**config.mk**
```make
export PLATFORM = sky130hd
export DESIGN_NAME = uart_cfg_ctrl
export DESIGN_NICKNAME = d
export VERILOG_FILES = /design/src/rtl/uart_pkg.sv /design/src/rtl/uart_cfg_ctrl.sv
export SDC_FILE = /design/constraint.sdc
export NUM_CORES = 1
export LEC_CHECK = 0
export CORE_MARGIN = 2
export CORE_UTILIZATION = 50
export DETAILED_ROUTE_END_ITERATION = 8
export PLACE_DENSITY = 0.76
export SLEW_MARGIN = 20
export SYNTH_ARGS = -nofsm -noshare
export SYNTH_HDL_FRONTEND = slang
export SYNTH_SLANG_ARGS = --single-unit
```
**constraint.sdc**
```tcl
create_clock -name clk_i -period 1.9 [get_ports clk_i]
set_clock_uncertainty 0.15 [all_clocks]
set_input_delay 0.475 -clock clk_i [delete_from_list [all_inputs] [get_ports clk_i]]
set_output_delay 0.475 -clock clk_i [all_outputs]
set_load 0.01 [all_outputs]
```
**src/rtl/uart_pkg.sv**
```systemverilog
// Shared UART line-configuration types and constants used by the config sequencer.
package uart_pkg;

   localparam int DataCfgWidth  = 2;
   localparam int StopCfgWidth  = 2;
   localparam int TotalCfgWidth = DataCfgWidth + StopCfgWidth + 1;
   localparam int BaudSelWidth  = 2;

   typedef struct packed {
      logic [DataCfgWidth-1:0] data_bits_s;
      logic [StopCfgWidth-1:0] stop_bits_s;
      logic                    parity_en;
   } uart_cfg_t;

   typedef enum logic [1:0] {
      IDLE,
      DRAIN,
      APPLY,
      SETTLE
   } cfg_state_e;

   localparam uart_cfg_t                UartCfgDefault = 5'b11000;
   localparam logic [BaudSelWidth-1:0]  BaudDefault    = 2'b00;
   // Stop-bit code 3 has no meaning on the line and is rejected.
   localparam logic [StopCfgWidth-1:0]  StopInvalid    = 2'b11;

endpackage

```
**src/rtl/uart_cfg_ctrl.sv**
```systemverilog
// Sequences a host line-config change: gate Tx/Rx, drain in-flight frames
// (bounded by a timeout), apply the new settings atomically, settle, re-enable.
module uart_cfg_ctrl
   import uart_pkg::*;
#(
   parameter int SettleCycles = 16,
   parameter int DrainTimeout = 200000
) (
   input  logic                     clk_i,
   input  logic                     rst_ni,
   input  logic                     cfg_valid_i,
   output logic                     cfg_ready_o,
   input  logic [TotalCfgWidth-1:0] cfg_data_i,
   input  logic [BaudSelWidth-1:0]  cfg_baud_i,
   input  logic                     tx_busy_i,
   input  logic                     rx_busy_i,
   output logic                     tx_en_o,
   output logic                     rx_en_o,
   output logic [TotalCfgWidth-1:0] uart_cfg_o,
   output logic [BaudSelWidth-1:0]  baud_sel_o,
   output logic                     cfg_update_o,
   output logic                     busy_o,
   output logic                     cfg_err_o,
   output logic                     timeout_o
);

   localparam int SettleW = $clog2(SettleCycles) + 1;
   localparam int DrainW  = $clog2(DrainTimeout) + 1;
   localparam logic [SettleW-1:0] SettleLast = SettleW'(SettleCycles - 1);
   localparam logic [DrainW-1:0]  DrainLast  = DrainW'(DrainTimeout - 1);

   cfg_state_e                state_q, state_d;
   logic [SettleW-1:0]        settle_cnt_q, settle_cnt_d;
   logic [DrainW-1:0]         drain_cnt_q, drain_cnt_d;
   uart_cfg_t                 pend_cfg_q, pend_cfg_d;
   logic [BaudSelWidth-1:0]   pend_baud_q, pend_baud_d;
   uart_cfg_t                 cfg_q, cfg_d;
   logic [BaudSelWidth-1:0]   baud_q, baud_d;
   logic                      tx_en_q, tx_en_d;
   logic                      rx_en_q, rx_en_d;
   logic                      upd_q, upd_d;
   logic                      busy_q, busy_d;
   logic                      ready_q, ready_d;
   logic                      err_q, err_d;
   logic                      tmo_q, tmo_d;

   uart_cfg_t req_cfg;
   logic      handshake, req_bad, drain_clear, drain_expire;

   assign req_cfg      = uart_cfg_t'(cfg_data_i);
   assign handshake    = cfg_valid_i & ready_q;
   assign req_bad      = (req_cfg.stop_bits_s == StopInvalid);
   assign drain_clear  = ~tx_busy_i & ~rx_busy_i;
   assign drain_expire = (drain_cnt_q == DrainLast);

   always_ff @(posedge clk_i or negedge rst_ni) begin
      if (!rst_ni) begin
         state_q      <= SETTLE;
         settle_cnt_q <= '0;
         drain_cnt_q  <= '0;
         pend_cfg_q   <= UartCfgDefault;
         pend_baud_q  <= BaudDefault;
         cfg_q        <= UartCfgDefault;
         baud_q       <= BaudDefault;
         tx_en_q      <= 1'b0;
         rx_en_q      <= 1'b0;
         upd_q        <= 1'b0;
         busy_q       <= 1'b1;
         ready_q      <= 1'b0;
         err_q        <= 1'b0;
         tmo_q        <= 1'b0;
      end else begin
         state_q      <= state_d;
         settle_cnt_q <= settle_cnt_d;
         drain_cnt_q  <= drain_cnt_d;
         pend_cfg_q   <= pend_cfg_d;
         pend_baud_q  <= pend_baud_d;
         cfg_q        <= cfg_d;
         baud_q       <= baud_d;
         tx_en_q      <= tx_en_d;
         rx_en_q      <= rx_en_d;
         upd_q        <= upd_d;
         busy_q       <= busy_d;
         ready_q      <= ready_d;
         err_q        <= err_d;
         tmo_q        <= tmo_d;
      end
   end

   always_comb begin
      state_d = state_q;
      case (state_q)
         IDLE:    if (handshake && !req_bad) state_d = DRAIN;
         DRAIN:   if (drain_clear || drain_expire) state_d = APPLY;
         APPLY:   state_d = SETTLE;
         SETTLE:  if (settle_cnt_q == SettleLast) state_d = IDLE;
         default: state_d = SETTLE;
      endcase
   end

   // Counters run only in their own state and saturate at their last value.
   always_comb begin
      drain_cnt_d  = '0;
      settle_cnt_d = '0;
      pend_cfg_d   = pend_cfg_q;
      pend_baud_d  = pend_baud_q;
      err_d        = err_q;
      tmo_d        = tmo_q;
      if (state_q == DRAIN && !drain_expire) drain_cnt_d = drain_cnt_q + DrainW'(1);
      if (state_q == SETTLE) begin
         settle_cnt_d = (settle_cnt_q == SettleLast) ? settle_cnt_q : settle_cnt_q + SettleW'(1);
      end
      if (state_q == IDLE && handshake) begin
         if (req_bad) begin
            err_d = 1'b1;
         end else begin
            err_d       = 1'b0;
            tmo_d       = 1'b0;
            pend_cfg_d  = req_cfg;
            pend_baud_d = cfg_baud_i;
         end
      end
      if (state_q == DRAIN && !drain_clear && drain_expire) tmo_d = 1'b1;
   end

   // Outputs are decoded from the next state so every port comes straight from a flop.
   always_comb begin
      tx_en_d = (state_d == IDLE);
      rx_en_d = (state_d == IDLE) || (state_d == DRAIN);
      upd_d   = (state_d == APPLY);
      busy_d  = (state_d != IDLE);
      ready_d = (state_d == IDLE);
      cfg_d   = cfg_q;
      baud_d  = baud_q;
      if (state_d == APPLY && state_q == DRAIN) begin
         cfg_d  = pend_cfg_q;
         baud_d = pend_baud_q;
      end
   end

   assign cfg_ready_o  = ready_q;
   assign tx_en_o      = tx_en_q;
   assign rx_en_o      = rx_en_q;
   assign uart_cfg_o   = cfg_q;
   assign baud_sel_o   = baud_q;
   assign cfg_update_o = upd_q;
   assign busy_o       = busy_q;
   assign cfg_err_o    = err_q;
   assign timeout_o    = tmo_q;

endmodule

```
* Word-level counts from Yosys, hierarchy flattened
Index checks and enable logic that the tools add are counted.
** Cells by class
- Add/subtract/negate cells :: 2
- Eq/ne operators :: 10
- Multiplexer cells :: 11
- Bitwise gates (word level) :: 5
- Reduce and logical (&&, ||, !) cells :: 17
** Operators with widths (count)
- 19-bit by 1-bit adder with 19-bit output (second input constant) :: 1
- 19-bit by 18-bit == test with 1-bit output (second input constant) :: 1
- 19-bit 2-to-1 mux :: 1
- 5-bit 2-to-1 mux :: 2
- 2-bit == test (second input constant) :: 4
- 2-bit one-hot mux with 4 select lines :: 1
- 1-bit logical AND :: 6
- 2-bit 2-to-1 mux :: 3
- 5-bit by 1-bit adder with 5-bit output (second input constant) :: 1
- 5-bit by 4-bit == test with 1-bit output (second input constant) :: 1
- 2-bit by 1-bit == test with 1-bit output (second input constant) :: 2
- 2-bit logical NOT :: 2
- 1-bit 2-to-1 mux :: 4
- 2-bit AND reduction :: 2
- 2-bit nonzero test :: 2
- 1-bit logical NOT :: 3
- 1-bit inverter :: 3
- 1-bit bitwise AND :: 2
- 1-bit logical OR :: 2
- 2-bit by 1-bit inequality test with 1-bit output (second input constant) :: 1
- 2-bit inequality test (second input constant) :: 1
** Storage, ports and cells
- Flip-flop bits (word level) :: 46
- Input bits :: 12
- Output and inout port bits :: 14
- Word-level logic and storage cells :: 62

* Logic depth before layout (Yosys ltp)
- Depth after elaboration :: 7
- Mapped depth :: 7

* Least setup slack after synthesis
Ideal clock, no wire load.
- Path type :: register to register
- From :: register drain_cnt_q[0]
- To :: register drain_cnt_q[12]
- Setup time :: 0.120 ns
- Arrival :: 1.695 ns
- Setup slack :: -0.064 ns
- Stages on the path, launching flop included :: 7
- Path buffers :: 2
- Clock period less this slack :: 1.964 ns
- Path through :: dfrtp_1 > ha_1 > clkbuf_1 > nand4_1 > o21ai_4 > buf_4 > nor2_1
** Between the ends
- Cells in the longest elaborated chain, start to end :: 4
- Elaborated cells between the ends (all ways) :: 5
** RTL lines
- start, declared :: line uart_cfg_ctrl.sv:34 : logic [DrainW-1:0] drain_cnt_q, drain_cnt_d;
- start signal, assigned :: line uart_cfg_ctrl.sv:75 : drain_cnt_q <= drain_cnt_d;
- parallel branches: the longest is 3 deep, another holds 19-bit by 1-bit adder with 19-bit output
- 19-bit 2-to-1 mux (*) :: line uart_cfg_ctrl.sv:109 : if (state_q == DRAIN && !drain_expire) drain_cnt_d = drain_cnt_q + DrainW'(1);
- net drain_cnt_d[12] :: line uart_cfg_ctrl.sv:34
Mark *: on every way through the listed nets, which the timed path passes.
A chain may end at the register's enable or synchronous reset.

* Worst setup path in the final report
- From :: register drain_cnt_q[5]
- To :: register drain_cnt_q[17]
The elaborated chain is that of the path after synthesis.

==> impl_table.tex <==
\begin{tabular}{lr}
\hline
Metric & Value \\
\hline
\multicolumn{2}{l}{\textbf{Power}} \\
Total leakage power & 1.20 nW \\
Tot Pwr & 2.60 mW \\
Total power per unit cell area & 905 nW/µm² \\
IR Drop Worst-Case VDD & 0.000578 V \\
\multicolumn{2}{l}{\textbf{Floorplan}} \\
Die X-Extent & 70.8 µm \\
Number of primary I/O pins & 26 \\
Vertical die dimension & 70.8 µm \\
Total die area & 5010 µm² \\
Initial Util & 51.6\% \\
Placeable core region & 4320 µm² \\
Number of rows in the core area & 24 \\
\multicolumn{2}{l}{\textbf{Timing}} \\
Setup-violating endpoint count in the final report & 0 \\
Upper clock frequency limit & 0.534 GHz \\
Worst Slack Setup Final & 0.0288 ns \\
Setup total negative slack & 0 ns \\
RSZ-0062 raised after global routing & true \\
Hold Fails Final Rpt & 0 \\
Normalized max-slew margin & 76.4\% \\
Final critical-path share of the clock period & 98.5\% \\
Total count of max-transition violations in the final report & 0 \\
Transition time of the tightest slew-check pin & 0.354 ns \\
Minimum clock period after layout & 1.87 ns \\
\multicolumn{2}{l}{\textbf{Synth}} \\
Flops \& latches, synth & 46 \\
Warnings from Yosys & 0 \\
Synthesized netlist cell count & 212 \\
Average size of a mapped cell & 10.5 µm² \\
Share of the yosys chip area belonging to registers & 52.0\% \\
Top cell type's share of synthesized area & 43.7\% \\
Cells taking the most area after synthesis & sky130\_fd\_sc\_hd\_\_dfrtp\_1 44\%, sky130\_fd\_sc\_hd\_\_dfstp\_2 8.2\%, sky130\_fd\_sc\_hd\_\_nor2\_1 4.4\%, sky130\_fd\_sc\_hd\_\_nand3\_1 3.4\%, sky130\_fd\_sc\_hd\_\_nand4\_1 3.4\% \\
Distinct cell type count of the synthesized netlist & 45 \\
Post-Synthesis Net Count & 227 \\
Cell type contributing the most total cell area after synthesis & sky130\_fd\_sc\_hd\_\_dfrtp\_1 \\
Post-Syn Area & 2230 µm² \\
\multicolumn{2}{l}{\textbf{Min path}} \\
Path category of the worst min-delay check & reg -> reg \\
Number of cells on the worst hold path & 2 \\
Source of the worst hold timing path & pend\_cfg\_q[3] \\
WHS Endpoint & uart\_cfg\_o[3] \\
\multicolumn{2}{l}{\textbf{GRT}} \\
Number of global-route vias before repair & 1,751 \\
Number of antenna violations at the first check in global routing & 0 \\
Leftover overflow at the end of global routing & 0 \\
Largest net degree at the start of global routing & 47 \\
First-pass GRT wire length & 7780 µm \\
Tot GR Track Use & 19.4\% \\
\multicolumn{2}{l}{\textbf{Final layout}} \\
Filler Cells Inserted & 346 \\
Layout Cell Area excl Fill & 2880 µm² \\
Net total in the final layout & 283 \\
Count of placed standard cells in the final layout, fillers left out & 321 \\
Area taken by multi-input logic gates & 1010 µm² \\
Area growth from synthesis to layout & 28.9\% \\
Register cell area after layout & 1160 µm² \\
Share of layout cells above drive strength 1 & 25.3\% \\
Count of antenna diodes in the layout & 0 \\
\multicolumn{2}{l}{\textbf{Outcome}} \\
Run status & finished clean \\
\multicolumn{2}{l}{\textbf{Drt}} \\
Detailed-route vias per instance & 5.55 \\
Count of unresolved DRC violations after routing & 0 \\
Detailed Routing Iterations Pass 1 & 4 \\
Total length of routed wires & 4460 µm \\
Post-route ant nets & 0 \\
Average routed wire per standard cell & 13.9 µm \\
Via count & 1,780 \\
DRT iter0 DRCs & 72 \\
\multicolumn{2}{l}{\textbf{Worst setup path}} \\
Number of cells on the worst reg-to-reg path & 4 \\
Required arrival time at the worst endpoint & 1.98 ns \\
Worst Path Class, Setup & reg -> reg \\
Startpoint of the lowest-slack register-to-register path & drain\_cnt\_q[5] \\
Worst R2R Setup Slack & 0.03 ns \\
Kind of capture point of the worst setup path & register \\
Critical Path Source Type & register \\
Critical path arrival & 1.96 ns \\
Capturing point of the worst reg2reg path & drain\_cnt\_q[17] \\
Largest fanout on the critical path & 6 \\
\multicolumn{2}{l}{\textbf{Clock tree}} \\
Clk pin slew, worst setup/hold paths & 0.08 ns \\
Inserted Clock Buffers & 5 \\
Clock tree from TritonCTS & built \\
Clock Path Buffers & 2 \\
Clock insertion delay at the later pin of the skew report & 0.30 ns \\
Number of sinks handled by clock tree synthesis & 46 \\
Cell chosen for the clock root & sky130\_fd\_sc\_hd\_\_clkbuf\_8 \\
Total number of H-tree levels & 2 \\
\multicolumn{2}{l}{\textbf{Placement}} \\
Half-perimeter wire length of the detailed placement result & 3100 µm \\
Cell area after placement & 2750 µm² \\
Worst setup slack after placement & -0.0519 ns \\
Number of cells after detailed placement & 310 \\
Weighted congestion reported at the end of routability-driven placement & 0.857 \\
Buffers on Ports & 25 \\
\multicolumn{2}{l}{\textbf{Job}} \\
Max-cap check violation count & 0 \\
\hline
\end{tabular}
## cells by family (layout without fill, tap and decap cells)
kind of cell,count (synthesis),count (layout),share of synthesized area [%]
xor gates and xnor gates,14,14,5.49
muxes,6,6,2.97
AOI/OAI and AO/OA,39,39,12.4
DFF,46,46,52.0
and+or+nand+nor,87,87,21.7
adders and majority gates,3,3,1.68
buffers and inverters,17,74,3.76
## area by class of cell
| class | instances | area share (%) |
|---|---|---|
| multi-input cells | 149 | 35.0 |
| inverters | 6 | 0.783 |
| well taps | 52 | 2.26 |
| clock buffers | 7 | 3.00 |
| repair buffers | 60 | 18.5 |
| clock inverters | 1 | 0.174 |
| flip-flops and latches | 46 | 40.3 |
## per-stage QoR
step | hold WS [ns] | util, %
final | 0.356 | 66.6
after global routing | 0.385 | 66.6
after CTS | 0.361 | 65.9
after detailed placement | 0.322 | 63.7
after global placement | 0.319 | 63.7
after floorplan | 0.0294 | -
## placed cells by master, fill, tap and decap left out, drive strengths merged, types with 2 or more instances in the layout
master,instances
a21oi,7
nand4,13
o21a,2
or4,4
nand2,7
xnor2,7
a21boi,2
o31ai,2
ha,3
mux2,5
dfstp,7
and4,2
nor2,26
o21ai,7
dfrtp,39
a22oi,7
and3,5
nor2b,2
o211ai,8
clkdlybuf4s50,21
dlygate4sd2,3
xor2,7
o22a,2
nor4,3
clkbuf,7
or3,4
nand3,16
inv,6
buf,35
## critical path: stages (launching register included)
cell,delay (ns)
sky130_fd_sc_hd__dfrtp_1,0.37
sky130_fd_sc_hd__nand4_2,0.12
sky130_fd_sc_hd__or4_4,0.56
sky130_fd_sc_hd__or4_4,0.50
sky130_fd_sc_hd__a21oi_2,0.12
## timing repair
item                                    CTS  global route
gates resized for setup                   3             3
buffers inserted                          0             2
endpoints found under the setup margin    3            28
hold endpoints to repair                  1             0
pin swaps                                 0             4
hold buffers                              1             0
## registers in the layout, summed over array words and instances (netlist names), 2 cells and up
| register | cells |
|---|---|
| pend_baud_q | 2 |
| pend_cfg_q | 5 |
| drain_cnt_q | 19 |
| settle_cnt_q | 5 |
| baud_sel_o | 2 |
| state_q | 2 |
| uart_cfg_o | 5 |
## worst max path at each step
stage / startpoint / end / slack [ns] / depth (start not counted)
final: drain_cnt_q[5] / drain_cnt_q[17] / 0.03 / 4
after global routing: drain_cnt_q[2] / drain_cnt_q[17] / -0.07 / 4
after CTS: drain_cnt_q[6] / drain_cnt_q[17] / 0.001 / 4
after detailed placement: cfg_data_i[1] / pend_cfg_q[0] / -0.05 / 3
after global placement: cfg_valid_i / pend_cfg_q[0] / -0.05 / 4
after floorplan: drain_cnt_q[0] / drain_cnt_q[6] / 0.003 / 6
## Yosys cell counts, drive strengths merged
cell	count
a22oi	7
nor3	1
and3	5
dfstp	7
or4	4
nor4	3
dfrtp	39
nand4b	1
clkbuf	7
a21oi	7
o21a	2
and4	2
o21ai	7
xor2	7
ha	3
buf	4
o22a	2
a21o	1
nor2	26
nor3b	1
nand2b	1
or3	4
mux2	5
mux2i	1
or2	1
nand3	16
o211ai	8
a32o	1
nand2	7
inv	6
nor2b	2
nand4	13
o31ai	2
xnor2	7
a21boi	2
## where the power goes
part | leakage [nW] | internal, mW | switching (mW)
Combinational | 0.574 | 0.370 | 0.348
Clock | 0.0482 | 0.294 | 0.310
Sequential | 0.576 | 1.16 | 0.125
Total | 1.20 | 1.82 | 0.783
## per-layer routing
metal | global-route usage [%] | vias to the layer above | wire, µm
met5 | 0 | - | 0
met4 | 7.55 | 0 | 78
met3 | 3.42 | 11 | 209
met2 | 30.4 | 50 | 2090
met1 | 27.3 | 835 | 2080
li1 | - | 884 | -
No activity file was read; power rests on OpenSTA's default activity.
